`config.mk`:
```
export PLATFORM = sky130hd
export DESIGN_NAME = ps2_key_decoder
export DESIGN_NICKNAME = d
export VERILOG_FILES = /design/src/rtl/ps2_key_decoder.sv
export SDC_FILE = /design/constraint.sdc
export NUM_CORES = 1
export LEC_CHECK = 0
export BUFFER_PORTS_ARGS = -buffer_cell sky130_fd_sc_hd__buf_2
export CORE_ASPECT_RATIO = 1.5
export CORE_UTILIZATION = 53
export DETAILED_ROUTE_END_ITERATION = 7
export PLACE_DENSITY = 0.72
export SLEW_MARGIN = 20
export SYNTH_ARGS = -nofsm -noshare
export SYNTH_HDL_FRONTEND = slang
export SYNTH_SLANG_ARGS = --single-unit
```
`constraint.sdc`:
```
create_clock -name CLOCK_50 -period 5.7 [get_ports CLOCK_50]
set_clock_uncertainty 0.1 [all_clocks]
set_input_delay 0.285 -clock CLOCK_50 [delete_from_list [all_inputs] [get_ports CLOCK_50]]
set_output_delay 0.285 -clock CLOCK_50 [all_outputs]
set_load 0.005 [all_outputs]
```
`src/rtl/ps2_key_decoder.sv`:
```
// PS/2 set-2 scancode decoder: tracks held state of 29 keys from make/break
// sequences, with press/release pulses, last-key index and held-key count.
module ps2_key_decoder #(
    parameter int unsigned TIMEOUT_CYCLES = 2500000
) (
    input  logic        CLOCK_50,
    input  logic        resetn,
    input  logic [7:0]  recievedData,
    input  logic        recievedNewData,
    input  logic        clear_all,
    output logic [28:0] key_state,
    output logic        key_press_pulse,
    output logic        key_release_pulse,
    output logic [4:0]  last_key,
    output logic [4:0]  keys_held
);

    localparam int unsigned CntW = (TIMEOUT_CYCLES > 1) ? $clog2(TIMEOUT_CYCLES) : 1;
    localparam logic [CntW-1:0] CntLast = CntW'(TIMEOUT_CYCLES - 1);

    typedef enum logic [1:0] {StIdle, StBreak, StExt, StExtBreak} state_e;

    state_e            state_q, state_d;
    logic [CntW-1:0]   cnt_q, cnt_d;
    logic [28:0]       key_state_q, key_state_d;
    logic              press_q, press_d;
    logic              release_q, release_d;
    logic [4:0]        last_key_q, last_key_d;
    logic [4:0]        keys_held_q, keys_held_d;
    logic [5:0]        lookup;
    logic              hit;
    logic [4:0]        idx;

    // Returns {hit, index} for the 29 mapped make codes.
    function automatic logic [5:0] map_code(input logic [7:0] code);
        unique case (code)
            8'h0E: map_code = {1'b1, 5'd0};
            8'h16: map_code = {1'b1, 5'd1};
            8'h1E: map_code = {1'b1, 5'd2};
            8'h26: map_code = {1'b1, 5'd3};
            8'h25: map_code = {1'b1, 5'd4};
            8'h2E: map_code = {1'b1, 5'd5};
            8'h36: map_code = {1'b1, 5'd6};
            8'h3D: map_code = {1'b1, 5'd7};
            8'h3E: map_code = {1'b1, 5'd8};
            8'h46: map_code = {1'b1, 5'd9};
            8'h45: map_code = {1'b1, 5'd10};
            8'h4E: map_code = {1'b1, 5'd11};
            8'h55: map_code = {1'b1, 5'd12};
            8'h66: map_code = {1'b1, 5'd13};
            8'h0D: map_code = {1'b1, 5'd14};
            8'h15: map_code = {1'b1, 5'd15};
            8'h1D: map_code = {1'b1, 5'd16};
            8'h24: map_code = {1'b1, 5'd17};
            8'h2D: map_code = {1'b1, 5'd18};
            8'h2C: map_code = {1'b1, 5'd19};
            8'h35: map_code = {1'b1, 5'd20};
            8'h3C: map_code = {1'b1, 5'd21};
            8'h43: map_code = {1'b1, 5'd22};
            8'h44: map_code = {1'b1, 5'd23};
            8'h4D: map_code = {1'b1, 5'd24};
            8'h54: map_code = {1'b1, 5'd25};
            8'h5B: map_code = {1'b1, 5'd26};
            8'h5D: map_code = {1'b1, 5'd27};
            8'h29: map_code = {1'b1, 5'd28};
            default: map_code = 6'd0;
        endcase
    endfunction

    assign lookup = map_code(recievedData);
    assign hit    = lookup[5];
    assign idx    = lookup[4:0];

    always_comb begin
        state_d     = state_q;
        cnt_d       = cnt_q;
        key_state_d = key_state_q;
        press_d     = 1'b0;
        release_d   = 1'b0;
        last_key_d  = last_key_q;

        if (clear_all) begin
            state_d     = StIdle;
            cnt_d       = '0;
            key_state_d = '0;
        end else if (recievedNewData) begin
            cnt_d = '0;
            unique case (state_q)
                StIdle: begin
                    if (recievedData == 8'hF0) begin
                        state_d = StBreak;
                    end else if (recievedData == 8'hE0) begin
                        state_d = StExt;
                    end else if (hit) begin
                        if (!key_state_q[idx]) begin
                            press_d    = 1'b1;
                            last_key_d = idx;
                        end
                        key_state_d[idx] = 1'b1;
                    end
                end
                StBreak: begin
                    state_d = StIdle;
                    if (hit) begin
                        if (key_state_q[idx]) begin
                            release_d  = 1'b1;
                            last_key_d = idx;
                        end
                        key_state_d[idx] = 1'b0;
                    end
                end
                StExt:      state_d = (recievedData == 8'hF0) ? StExtBreak : StIdle;
                StExtBreak: state_d = StIdle;
                default:    state_d = StIdle;
            endcase
        end else if (state_q != StIdle) begin
            // Abandon a dangling prefix after TIMEOUT_CYCLES byte-free cycles.
            if (cnt_q == CntLast) begin
                state_d = StIdle;
                cnt_d   = '0;
            end else begin
                cnt_d = cnt_q + CntW'(1);
            end
        end
    end

    always_comb begin
        keys_held_d = '0;
        for (int i = 0; i < 29; i++) begin
            keys_held_d = keys_held_d + 5'(key_state_d[i]);
        end
    end

    always_ff @(posedge CLOCK_50 or negedge resetn) begin
        if (!resetn) begin
            state_q     <= StIdle;
            cnt_q       <= '0;
            key_state_q <= '0;
            press_q     <= 1'b0;
            release_q   <= 1'b0;
            last_key_q  <= '0;
            keys_held_q <= '0;
        end else begin
            state_q     <= state_d;
            cnt_q       <= cnt_d;
            key_state_q <= key_state_d;
            press_q     <= press_d;
            release_q   <= release_d;
            last_key_q  <= last_key_d;
            keys_held_q <= keys_held_d;
        end
    end

    assign key_state         = key_state_q;
    assign key_press_pulse   = press_q;
    assign key_release_pulse = release_q;
    assign last_key          = last_key_q;
    assign keys_held         = keys_held_q;

endmodule

```
Yosys cells after proc, flatten, opt, wreduce, memory -nomap -nowiden
Memories as Yosys holds them, arrays and structs flattened. Cells that the tools add are included.

ROM bits: 768. Memories kept: 1. Flip-flop bits (word level): 65. Output and inout port bits: 41.

Memories: (name not given) (depth 128, bits a word 6, read ports 1, clocked after Yosys merged registers in 0, write ports 0, line 36) `unique case (code)`.

Bitwise operators: 4. Equality and inequality tests: 13. $lt $le $gt $ge: 2. Add/subtract/negate cells: 29. Muxes and demuxes: 43. Reduce and logical (&&, ||, !) cells: 9.

Operators with widths (number): $mux 29 (6); $add 5x1->5 (24); $mux 22 (4); $pmux 29 s2 (1); $mux 5 (6); $and 29x29->29 (1); $not 29->29 (1); $or 29x29->29 (1); $add 22x1->22 const B (1); $eq 22x22->1 const B (1); $eq 8x8->1 const B (2); $mux 1 (14); $mux 2 (7); $ne 2x2->1 const B (6); $pmux 5 s2 (1); $reduce_and 9->1 (1); $lt 5x6->1 const B (1); $mux 6 (1); $pmux 2 s3 (1); $reduce_bool 3->1 (2); $add 4x1->5 (1); $bmux 1 s5 (1); $demux 1 s5 (1); $ge 5x1->1 const B (1); 12 further kinds (14).

Longest topological paths before layout
Gate-level depths: netlist of run 1. An unclocked memory read counts as a cell.

Depth after elaboration: 41. Gate-level depth with buffers: 28. Mapped depth without buffers: 26.

Worst setup path after synthesis of run 1
Ideal clock, no wire load.

Kind: input to register. From: input port recievedData[1]. To: register keys_held_q[4], in the netlist keys_held[4]. Setup slack: -1.139 ns. Data arrival time: 6.659 ns. Setup time: 0.080 ns. Stages on the path: 27. Path buffers: 3. Cells stage by stage: inv_1 -> ha_1 -> buf_6 -> mux2_2 -> a211oi_2 -> a211oi_2 -> o21ai_1 -> clkbuf_1 -> and4_1 -> clkbuf_1 -> a21oi_1 -> a311oi_1 -> fa_1 -> inv_1 -> fa_1 -> fa_1 -> fa_1 -> fa_1 -> inv_1 -> fa_1 -> inv_1 -> fa_1 -> inv_1 -> fa_1 -> a21o_1 -> a21oi_1 -> xnor2_1.

Elaborated cells on any way between the ends: 47. Classes of those cells: 28 x add/sub; 2 x order compare; 2 x eq/ne; 10 x mux; 3 x bitwise; 1 x reduce/logical; 1 x memory.

RTL lines: start: declaration (line 8) `input logic [7:0] recievedData,`; $mem_v2 128x6; $mux 6 (line 36); $lt 5x6->1 (not written as such) / $ge 5x1->1 (equally long branches) (line 99, 109); $logic_and 1x1->1 (not written as such) (line 99, 109); $mux 1 (not written as such) (line 99, 109); $demux 1 s5 (line 99, 109); $or 29x29->29 (no line); $mux 29 (line 94) `end else if (hit) begin`; $mux 29 (line 92) `end else if (recievedData == 8'hE0) begin`; $mux 29 (line 90) `if (recievedData == 8'hF0) begin`; $pmux 29 s2 * (line 88) `unique case (state_q)`; $mux 29 * (line 86) `end else if (recievedNewData) begin`; $mux 29 * (line 82) `if (clear_all) begin`; named net key_state_d[9] (line 25) `logic [28:0] key_state_q, key_state_d;`; $add 5x1->5 * (20 in a row) (line 130) `keys_held_d = keys_held_d + 5'(key_state_d[i]);`; named net keys_held_d[4] (line 29) `logic [4:0] keys_held_q, keys_held_d;`; end signal: assignment (line 150) `keys_held_q <= keys_held_d;`; end: declaration (line 29).

Mark *: on every way through the listed nets, which the timed path passes. The rest lies on a longest branch. A chain may end at the register's enable or synchronous reset.

Worst setup path after layout of run 1
From: input port recievedData[1]. To: register keys_held_q[4], in the netlist keys_held[4].

Cells in the longest elaborated chain, start to end: 41. Elaborated cells on any way between the ends: 47. Classes of those cells: 28 x add/sub; 2 x order compare; 2 x eq/ne; 10 x mux; 3 x bitwise; 1 x reduce/logical; 1 x memory.

RTL lines (line): $mem_v2 128x6; $mux 6 (36); $lt 5x6->1 (not written as such) / $ge 5x1->1 (equally long branches) (99, 109); $logic_and 1x1->1 (not written as such) (99, 109); $mux 1 (not written as such) (99, 109); $demux 1 s5 (99, 109); $or 29x29->29 (no line); $mux 29 (94); [... 4 more ...]; $mux 29 * (82); named net key_state_d[0] (25); $add 1x1->2 * (130); $add 2x1->3 * (130); $add 3x1->4 * (130); $add 4x1->5 * (130); $add 5x1->5 * (24 in a row) (130); named net keys_held_d[4] (29).

Marks and branches as above.

==> results.txt, run 1 <==
The run gives 0 as the Yosys warning count. In this run the deepest clock path goes through 2 buffers. The first TritonRoute pass finished after 5 iterations. The total I/O pin count was 53; the max-capacitance violation count was 0.

The total count of hold-check failures in the final report came out at 0. Once the floorplan was initialized, standard cells occupied 54.5% of the core. The worst hold path belongs to the class primary input to async pin. In the routed design, unresolved DRC markers number 0.

TritonCTS built the clock tree. In this run the core area contains 43 standard-cell rows. For the wire length after detailed routing, the log shows 16,600 µm. The routed layout has 5,119 vias. The run gives 5,226 as the number of global-route vias before repair.

STA puts the critical path data required time at 5.85 ns. Measured along the y axis, the die boundary spans 121 µm. The final reports fail on negative setup slack.

The tools report the clock root buffer as clkbuf_16. The tools report the final count of negative-setup-slack endpoints as 5. Sequential cells were found to cover 32.4% of the synthesized design area.

The worst supply voltage drop on vdd is 0.171 mV, and the signed area change from the synthesized netlist to the final layout is 41.1%. The final weighted congestion in routability-driven placement is 0.925, and the synthesized instance count is 569. Initial antenna violation count: 0. The logs give 68 for the number of distinct library cells after synthesis and 0 for the overflow left after global routing.

In this run the horizontal extent of the chip is 81.4 µm. Before CTS, the worst setup slack after placement is -1.29 ns. Counting I/O delays and the setup requirement, the final critical path takes 6.37 ns.

Among all flip-flop cells after synthesis, the most frequent one is dfrtp_1. After detailed routing, the number of vias per cell comes to 6.02. Sorting the synthesized cells by area gives the leading types as dfrtp_1 32%, fa_1 8.4%, nand2_1 3.7%. The critical path is of the primary input to flop type.

The clock buffer count from CTS was 9. The top-area cell type share of the netlist area is 32.4%. Counting flops and latches in the post-synthesis netlist gives 65.

Synthesis produced a netlist with a net count of 615. By count the netlist is led by 65 x dfrtp_1, 49 x nand2_1, 47 x nor2_1. The cell that appears most often on the critical path is fa_1. Summed over all nets, the half-perimeter wirelength after detailed placement is 12,100 µm.

For the data arrival time at the worst-slack endpoint, the log shows 6.52 ns. The post-layout worst setup margin was -0.669 ns. The clock drives 65 sinks.

For the final antenna-violating net count, the log shows 0. Setup repair after global routing could not meet its margin everywhere. At the later pin of the worst-skew pair, clock insertion delay measures 0.34 ns. The maximum achievable frequency is 157 MHz, and the largest net degree at the start of global routing is 66. For the final hold slack, the log shows 0.0227 ns.

During placement, the flow inserted port buffers numbering 52. The routed length per instance was 19.6 µm. The die covers 9870 µm².

The flow ran to the end, but the final reports show violations. The first global-routing pass estimated 25,800 µm of wire. The most common cell in the synthesized netlist is dfrtp_1. In this run the worst path has a maximum fanout of 7. The filler cells instantiated in the layout total 639. The number of nets in the layout is 779, and the clock-pin slew on the worst setup and hold paths is 0.06 ns. The slew at the pin closest to its max-slew limit was 1.01 ns.

For this design, the CTS-stage hold fixing added 0 buffers. After synthesis, the share of flip-flops with an asynchronous set or reset is 100%. Averaged over all synthesized cells, the footprint is 8.82 µm². The slowest stage of the critical path is the fa_1 cell.

The worst setup path is captured at a flop. STA classifies the critical path startpoint as a primary input. The H-tree was split into 3 levels. The run gives 9200 µm² as the standard cell core area. For this design the static power due to leakage is 3.31 nW. The post-route netlist has 40.5% of its cells at a drive strength greater than 1. For this run, the total global-route usage over all layers was measured as 35.5%. The synthesized design spends more area on one cell type than any other, namely dfrtp_1. The tools report the number of inserted diodes as 0.

The final worst-path cycle share was 112%. The tools report the number of max-slew violations in the final report as 0. The synthesized design contains 0 enable-type register cells. The worst pin sits at a relative slew slack of 32.3%. The first-iteration detailed-routing DRC count was 384; the maximum cell stage delay along the critical path was 0.53 ns.

The post-synthesis instance area is 5020 µm², and the power density over cell area is 185 nW/µm².
## routing by layer
| layer | track usage, % | wire, µm | up-vias |
|---|---|---|---|
| met5 | 0 | 0 | - |
| met4 | 22.7 | 833 | 0 |
| met3 | 4.29 | 718 | 68 |
| met2 | 62.0 | 8930 | 197 |
| met1 | 39.7 | 6140 | 2496 |
| li1 | - | - | 2358 |
## registers in the layout (all words and copies together), names as in the netlist
name and flops:
cnt_q 22, key_press_pulse 1, key_release_pulse 1, key_state 29
keys_held 5, last_key 5, state_q 2
## cell usage in the layout, fill, tap and decap left out, types with 10 or more instances in the layout
master    count
a21oi_1      15
fa_1         17
nand3_1      23
inv_1        25
nand4_1      10
nand2_1      43
dfrtp_1      65
o21ai_0      28
nor2b_1      17
mux2i_1      10
buf_6        10
nor2_1       38
buf_2        49
nand2b_1     21
buf_4       125
a31oi_1      13
## repair_timing
item | CTS | global route
resized for setup | 65 | 24
setup endpoints to repair | 5 | 5
pin swaps | 37 | 19
setup buffers | 15 | 4
## cell type report
type	count	area, µm²	area share (%)
Clock inverter	7	103	1.45
Clock buffer	9	225	3.18
Sequential cell	65	1630	23.0
Inverter	37	154	2.17
Tap cell	112	140	1.98
Timing Repair Buffer	185	1320	18.6
Multi-Input combinational cell	435	3510	49.6
## power by group
part / internal [mW] / switching, mW / leakage (nW)
clock: 0.387 / 0.220 / 0.157
combinational: 0.103 / 0.130 / 2.25
sequential: 0.468 / 0.00408 / 0.905
## worst paths after layout
| path | start | to | slack, ns | cells after the start |
|---|---|---|---|---|
| max in group asynchronous | resetn | cnt_q[19] | 4.91 | 2 |
| worst min-delay path | resetn | key_state[12] | 0.02 | 2 |
| worst min register to register | last_key[3] | last_key[3] | 0.39 | 1 |
| worst max-delay path | recievedData[1] | keys_held[4] | -0.67 | 26 |
| worst max register to register | state_q[1] | keys_held[4] | -0.04 | 22 |
| min in group CLOCK_50 | recievedNewData | cnt_q[4] | 0.33 | 5 |
## cells by family after synthesis
kind of cell | after synthesis | synth area share, %
and+or+nand+nor | 226 | 23.6
AOI/OAI and AO/OA | 139 | 19.0
buffers and inverters | 69 | 5.81
DFF | 65 | 32.4
adders and majority gates | 34 | 11.6
muxes | 22 | 5.14
xor gates and xnor gates | 14 | 2.44
## per-stage QoR
| step | utilization (%) | instances | area, µm² | TNS, ns | power, mW |
|---|---|---|---|---|---|
| 3_3_place_gp | 68.1 | 815 | 6270 | -4.38 | 0.676 |
| 4_1_cts | 75.7 | 846 | 6960 | -2.21 | 1.31 |
| 2_1_floorplan | - | 569 | 5180 | -1.98 | 0.585 |
| 6_report | 76.9 | 850 | 7080 | -2.65 | 1.31 |
| 5_1_grt | 76.9 | 850 | 7080 | -3.45 | 1.35 |
| 3_5_place_dp | 68.1 | 815 | 6270 | -5.52 | 0.680 |
## worst max-delay path, delay by kind of cell
kind	cells	cell delay [ns]
buf+inv	7	0.65
compound gates	5	1.09
fa+ha+maj	8	3.40
simple gates	4	0.85
xor+xnor	1	0.13
mux	1	0.12
(Power assumes the default switching activity.)
==> run 2, diff against run 1 <==
PLACE_DENSITY = 0.69   (was 0.72)
clock period = 7.06 ns   (was 5.7 ns; I/O delays follow)
==> run 2 against run 1 <==
  * The flow now finishes without violations
  * Cell count fell by 11%
  * Utilization fell by 13 points
  * Largest power group unchanged
  * Via count fell by 9.5%
  * Largest cell class unchanged
  * Wire length fell by 15%
  * Sequential cell count did not move
  * Non-clock buffer count fell by 95
  * First-iteration DRC count rose by 3.1%
==> results.txt, run 2 (synthesis gave the netlist of run 1 again) <==
For the number of global-route vias before repair, the log shows 4,491 (-14%). The setup path with the least slack is of type primary input to flop. For the final cell count without fillers, the log shows 755 (-11%). The tools report the die outline area as 9870 µm² (unchanged). The flow ran to the end, and the final reports show no timing, DRC or antenna violations. The final antenna-violating net count is 0 (unchanged), and the signed area change from the synthesized netlist to the final layout is 17.9%.

The clock-pin slew on the worst setup and hold paths was 0.06 ns (about the same); the data arrival time at the worst-slack endpoint was 6.96 ns (+0.44 ns). The leakage component of the power is 2.76 nW (-17%), and the number of vias after detailed routing is 4,633 (-9.5%). Cell-internal power: 738 µW (-23%). The tools report the wire length of the first global-routing pass as 22,900 µm (-11%).

The tools report the total count of hold-check failures in the final report as 0 (unchanged). The worst path required time is 7.23 ns (+1.38 ns), and the initial cell density of the core is 54.5% (unchanged). Leaving out fill and tap cells, the most frequent cell in the layout is dfrtp_1. Worst-case reg-to-reg path depth: 16 (-27%). The share of total power consumed by net switching works out to 26.3% (-0.69 points). The worst setup path is launched from a primary input.

The total I/O pin count was 53 (unchanged); the fraction of final layout cells sized beyond drive strength 1 was 20.8% (-20 points). Setup repair after global routing left no endpoint under its margin. Based on the critical path, the design can be clocked at up to 147 MHz.

The run gives 0.0739 ns (+0.0512 ns) as the final hold slack. The reported net switching power was 264 µW (-26%). The run gives 684 (-12%) as the number of nets in the layout.

The run gives 0 (unchanged) as the number of max-slew violations in the final report. Subtracting the final worst setup slack from the clock period gives 6.79 ns. The clock root buffer was clkbuf_16.

TritonCTS built the clock tree. The slew at the pin closest to its max-slew limit came out at 0.844 ns (-0.162 ns). The tools report the max-capacitance violation count as 0 (unchanged).

Estimated wirelength of the detail-placed design: 10,900 µm (-10%). The run gives 0 (unchanged) as the initial antenna violation count. For the count of TritonRoute iterations in the first routing pass, the log shows 6 (+1).

The power density over cell area works out to 169 nW/µm² (-8.6%). For the final weighted congestion in routability-driven placement, the log shows 0.965 (+4.3%). Relative contribution of combinational cells to total power: 13.0% (-4.7 points). Post-placement cell count: 739 (-9.3%). The H-tree depth came out at 3 (unchanged). Maximum cell stage delay along the critical path: 0.55 ns (+0.02 ns).

The logs give 65 (unchanged) for the number of clock sinks and 2 (unchanged) for the deepest clock path buffer count. For the number of remaining DRC errors, the log shows 0 (unchanged). The classification of the worst-slack hold path is primary input to async pin.

The worst path uses 96.2% of the clock period. For the worst-case headroom to the max-slew limit, the log shows 43.7% (+11 points). Endpoint class of the critical path: a flop. The cell with the largest stage delay on the worst path was fa_1. The count of buffers inserted at the top-level ports is 52 (unchanged).

The cell area after layout is 5910 µm² (-16%). The instance area at placement is 5550 µm² (-11%). The logs give 0 (unchanged) for the overflow left after global routing and 14,200 µm (-15%) for the wire length after detailed routing.

The maximum fanout along the worst path came out at 7 (unchanged). Worst supply voltage drop on vdd: 0.186 mV (+9.3%). The logs give 396 (+3.1%) for the first-iteration detailed-routing DRC count and 9200 µm² (unchanged) for the standard cell core area. The via density per instance was 6.14 (+1.9%).

The run gives 43 (unchanged) as the number of rows created at floorplan. The vertical die dimension was 121 µm (unchanged). In this design, the critical path's most frequently occurring cell is fa_1.

For the cts-stage hold buffer count, the log shows 0 (unchanged). The horizontal extent of the die came out at 81.4 µm (unchanged). The largest net degree at the start of global routing was 66 (unchanged). Relative contribution of sequential cells to total power: 38.0% (+2.0 points). In the layout the commonest cells are 65 x dfrtp_1, 52 x buf_2, 49 x nand2_1. The number of inserted diodes was 0 (unchanged); the clock buffer count from CTS was 9 (unchanged).

The total track usage is 31.4% (-4.1 points), and the flip-flop count of the largest register after layout is 29 (unchanged). The run gives 0 (-5) as the final count of negative-setup-slack endpoints. The latest clock arrival within the worst-skew pair was 0.34 ns (about the same); the routed length per instance was 18.8 µm (-3.8%). For the fraction of power consumed by the clock network, the log shows 49.0% (+2.7 points).
-- run 2: cell count changes in the layout (fill, tap and decap cells not counted), sizes merged --
cell,previous run,this run
buf,185,90
clkinv,3,4
inv,38,37
-- run 2: worst paths after layout --
| kind | start | to | slack (ns) |
|---|---|---|---|
| worst max-delay path | recievedData[0] | keys_held[4] | 0.27 |
| worst min-delay path | resetn | keys_held[0] | 0.07 |
| worst max register to register | state_q[0] | keys_held[4] | 0.90 |
| worst min register to register | cnt_q[21] | cnt_q[21] | 0.39 |
| max in group asynchronous | resetn | cnt_q[9] | 6.22 |
| min in group CLOCK_50 | recievedNewData | cnt_q[0] | 0.31 |
-- run 2: final cells by class --
cell class | count | area [µm²]
sequential | 65 | 1630
clock inverter | 7 | 103
timing repair buffer | 90 | 546
multi-input combinational | 435 | 3140
inverter | 37 | 139
tap | 112 | 140
fill | 789 | 3290
clock buffer | 9 | 225
-- run 2: power by group through the flow --
| stage | registers (mW) | clock network, mW | logic, mW |
|---|---|---|---|
| after floorplan | 0.388 | 0 | 0.0762 |
| after global placement | 0.388 | 0 | 0.125 |
| after detailed placement | 0.388 | 0 | 0.126 |
| after CTS | 0.381 | 0.494 | 0.127 |
| after global routing | 0.381 | 0.515 | 0.141 |
| final | 0.381 | 0.491 | 0.130 |
-- run 2: critical path, delay by kind of cell --
family | cells | cell delay (ns)
compound gates | 7 | 1.45
xor+xnor | 1 | 0.13
fa+ha+maj | 9 | 3.60
buf+inv | 7 | 0.68
mux | 1 | 0.32
simple gates | 1 | 0.40
-- run 2: repair_timing --
| item | in CTS | in global routing |
|---|---|---|
| endpoints found under the setup margin | 0 | 4 |
| buffers inserted | 0 | 0 |
| gates resized for setup | 0 | 9 |
-- run 2: metal layers --
metal	up-vias	track usage [%]	wire length (µm)	share of wire, %
li1	2156	-	-	-
met1	2244	37.2	5460	38
met2	172	51.5	7360	52
met3	61	5.49	657	4.6
met4	0	20.1	728	5.1
met5	-	0	0	0
-- run 2: metrics by stage --
| step | setup WS [ns] | utilization [%] | power [mW] | TNS, ns |
|---|---|---|---|---|
| 4_1_cts | 0.114 | 63.9 | 1.00 | 0 |
| 3_5_place_dp | -0.190 | 60.3 | 0.514 | -0.259 |
| 2_1_floorplan | 0.153 | - | 0.464 | 0 |
| 3_3_place_gp | -0.208 | 60.3 | 0.512 | -0.385 |
| 5_1_grt | 0.0176 | 64.3 | 1.04 | 0 |
| 6_report | 0.269 | 64.3 | 1.00 | 0 |
==> run 3, diff against run 2 <==
CORE_ASPECT_RATIO = 1.4   (was 1.5)
==> run 3 against run 2 <==
  * The run now ends with design-rule violations left
  * Utilization grew 0.53 points
  * Highest routed layer unchanged
  * Fmax up 1.7%
  * Die area is essentially flat
  * Non-clock buffer count up 2
  * Power is 3.9% lower
  * Sequential cell count unchanged
  * Hold slack improved by 0.025 ns
==> results.txt, run 3 (synthesis gave the netlist of run 1 again) <==
The final reports fail on design-rule violations. The number of clock sinks is 65 (unchanged). For the max-capacitance violation count, the log shows 0 (unchanged). Share of the core filled with cells in the final layout: 64.8% (+0.53 points). Clock-pin slew on the worst setup and hold paths: 0.06 ns (about the same). The startpoint identified for the worst register-to-register timing path is state_q[1]. For the area taken by multi-input logic gates, the log shows 3120 µm² (-0.44%). The tools report the total track usage as 29.7% (-1.7 points). The vertical die dimension was 117 µm (-3.3%); the count of TritonRoute iterations in the first routing pass was 7 (+1).

TritonCTS built the clock tree. For the worst-case headroom to the max-slew limit, the log shows 31.4% (-12 points). The tree is rooted in a clkbuf_16.

The number of rows created at floorplan came out at 41 (-4.7%). The critical path in this run is classified as primary input to flop. The largest net degree at the start of global routing was 66 (unchanged). The run finished, with violations left. The final worst-path cycle share is 94.6% (-1.6 points). The wire length after detailed routing is 13,800 µm (-2.6%), and the total I/O pin count is 53 (unchanged). The maximum achievable frequency was 150 MHz (+1.7%). The tools report the number of remaining DRC errors as 5 (+5). In the layout the commonest cells are 65 x dfrtp_1, 52 x buf_2, 49 x nand2_1.

The H-tree depth came out at 3 (unchanged). The wire length of the first global-routing pass was 22,400 µm (-2.2%). The logs give 450 (+14%) for the first-iteration detailed-routing DRC count and 0 (unchanged) for the initial antenna violation count. For the number of setup buffers added after CTS, the log shows 0 (unchanged).

The maximum cell stage delay along the critical path works out to 0.57 ns (+0.02 ns). Worst-case reg-to-reg path depth: 21 (+5). The number of global-route vias before repair came out at 4,552 (+1.4%).

Post-layout total power: 963 µW (-3.9%). The number of max-slew violations in the final report is 0 (unchanged). The final count of negative-setup-slack endpoints was 0 (unchanged). The tools report the worst setup slack for register-to-register paths as 0.96 ns (+0.06 ns). The run gives 0.34 ns (about the same) as the latest clock arrival within the worst-skew pair.

The power density over cell area was 164 nW/µm² (-3.4%); the routed length per instance was 18.4 µm (-2.2%). The estimated wirelength of the detail-placed design was 10,500 µm (-2.8%); the number of vias after detailed routing was 4,627 (-0.13%). Deepest clock path buffer count: 2 (unchanged).

The leakage component of the power is 2.75 nW (-0.19%), and the final antenna-violating net count is 0 (unchanged). The horizontal extent of the die came out at 84.2 µm (+3.4%). The cell that appears most often on the critical path is fa_1. The time the final worst path needs with I/O delays and setup is 6.68 ns (-0.113 ns), and the worst path required time is 7.22 ns (about the same). The fraction of final layout cells sized beyond drive strength 1 is 20.8% (-0.065 points), and the overflow left after global routing is 0 (unchanged). Final cell count without fillers: 752 (-0.40%). The worst setup path is captured at a flop. The tools report the number of nets in the layout as 686 (+0.29%).

The run gives 792 (+0.38%) as the number of fill cells in the layout. The signed area change from the synthesized netlist to the final layout came out at 17.3%. Flip-flop count of the largest register after layout: 29 (unchanged). Final weighted congestion in routability-driven placement: 0.968 (+0.36%). The count of buffers inserted at the top-level ports works out to 52 (unchanged). The tools report the sequential standard cell area as 1630 µm² (unchanged). The final hold slack was 0.0989 ns (+0.0250 ns); the maximum fanout along the worst path was 7 (unchanged). The worst setup path is launched from a primary input. For the standard cell core area, the log shows 9080 µm² (-1.3%). Among all stages on the critical path, the largest delay is contributed by fa_1. The initial cell density of the core is 55.2% (+0.72 points). The sum of buffers and inverters on the critical path works out to 5 (-2). The total count of hold-check failures in the final report was 0 (unchanged).

The worst register-to-register path ends at keys_held[4]. The slew at the pin closest to its max-slew limit was 1.02 ns (+0.176 ns); the worst supply voltage drop on vdd was 0.155 mV (-17%). Setup repair after global routing left no endpoint under its margin. The via density per instance came out at 6.15 (+0.27%).

On the critical path the largest part of the delay comes from adder cells. Data arrival time at the worst-slack endpoint: 6.84 ns (-0.12 ns). The tools report the number of inserted diodes as 0 (unchanged).

The min-delay analysis places its worst path in the category primary input to async pin. The clock buffer count from CTS is 9 (unchanged), and the die outline area is 9860 µm² (about the same). Post-placement cell count: 736 (-0.41%).

Leaving out fill and tap cells, the most frequent cell in the layout is dfrtp_1.
run 3: cell count changes in the layout (fill, tap and decap cells not counted), sizes merged:
cell,change
clkinv,-2
inv,+1
buf,+2
bufinv,-1
clkinvlp,+2
run 3: worst register-to-register path, cell delays in order, from the launching register on:
cell and delay, ns:
dfrtp_1 0.43, nor2b_1 0.41, nand2_1 0.16, nor2_1 0.33, a21oi_1 0.12, a311oi_1 0.29, buf_4 0.18, fa_1 0.40
inv_1 0.08, fa_1 0.43, fa_1 0.55, fa_1 0.43, fa_1 0.49, inv_1 0.05, fa_1 0.42, inv_1 0.08
fa_1 0.17, inv_1 0.06, fa_1 0.38, a21o_1 0.19, a21oi_1 0.16, xnor2_1 0.13
run 3: power breakdown:
group | internal [mW] | leakage [nW] | switching [mW] | total, mW
logic | 0.0469 | 1.71 | 0.0795 | 0.126
clock network | 0.276 | 0.139 | 0.179 | 0.456
registers | 0.378 | 0.905 | 0.00297 | 0.381
run 3: how the worst max path moves through the flow:
stage | start | end | slack [ns] | cells after the start
2_1_floorplan | recievedData[1] | keys_held[4] | 0.15 | 27
3_3_place_gp | recievedData[1] | keys_held[4] | 0.07 | 25
3_5_place_dp | recievedData[0] | keys_held[4] | -0.03 | 26
4_1_cts | recievedData[0] | keys_held[4] | 0.30 | 26
5_1_grt | recievedData[0] | keys_held[4] | 0.009 | 25
6_report | recievedData[0] | keys_held[4] | 0.38 | 25
run 3: stage by stage:
stage	setup TNS, ns	cell area, µm²	setup WS [ns]
after floorplan	0	5020	0.153
after global placement	0	5560	0.0660
after detailed placement	-0.0332	5560	-0.0332
after CTS	0	5860	0.302
after global routing	0	5890	0.00939
final	0	5890	0.383
run 3: area by class of cell:
| cell class | instances | area share (%) |
|---|---|---|
| clock buffers | 9 | 3.83 |
| clock inverters | 7 | 1.34 |
| inverters | 37 | 2.36 |
| multi-input cells | 435 | 53.0 |
| flip-flops and latches | 65 | 27.6 |
| well taps | 107 | 2.27 |
| repair buffers | 92 | 9.52 |
run 3: per-layer routing:
layer	up-vias	part of all wire (%)	global-route usage (%)
met4	0	3.5	14.1
met1	2238	40	35.4
li1	2170	-	-
met3	42	4.5	4.28
met2	177	52	53.4
met5	-	0	0
run 3: timing repair:
item,CTS,global route
gates resized for setup,0,9
hold buffers,0,0
endpoints found under the hold margin,0,0
endpoints found under the setup margin,0,2
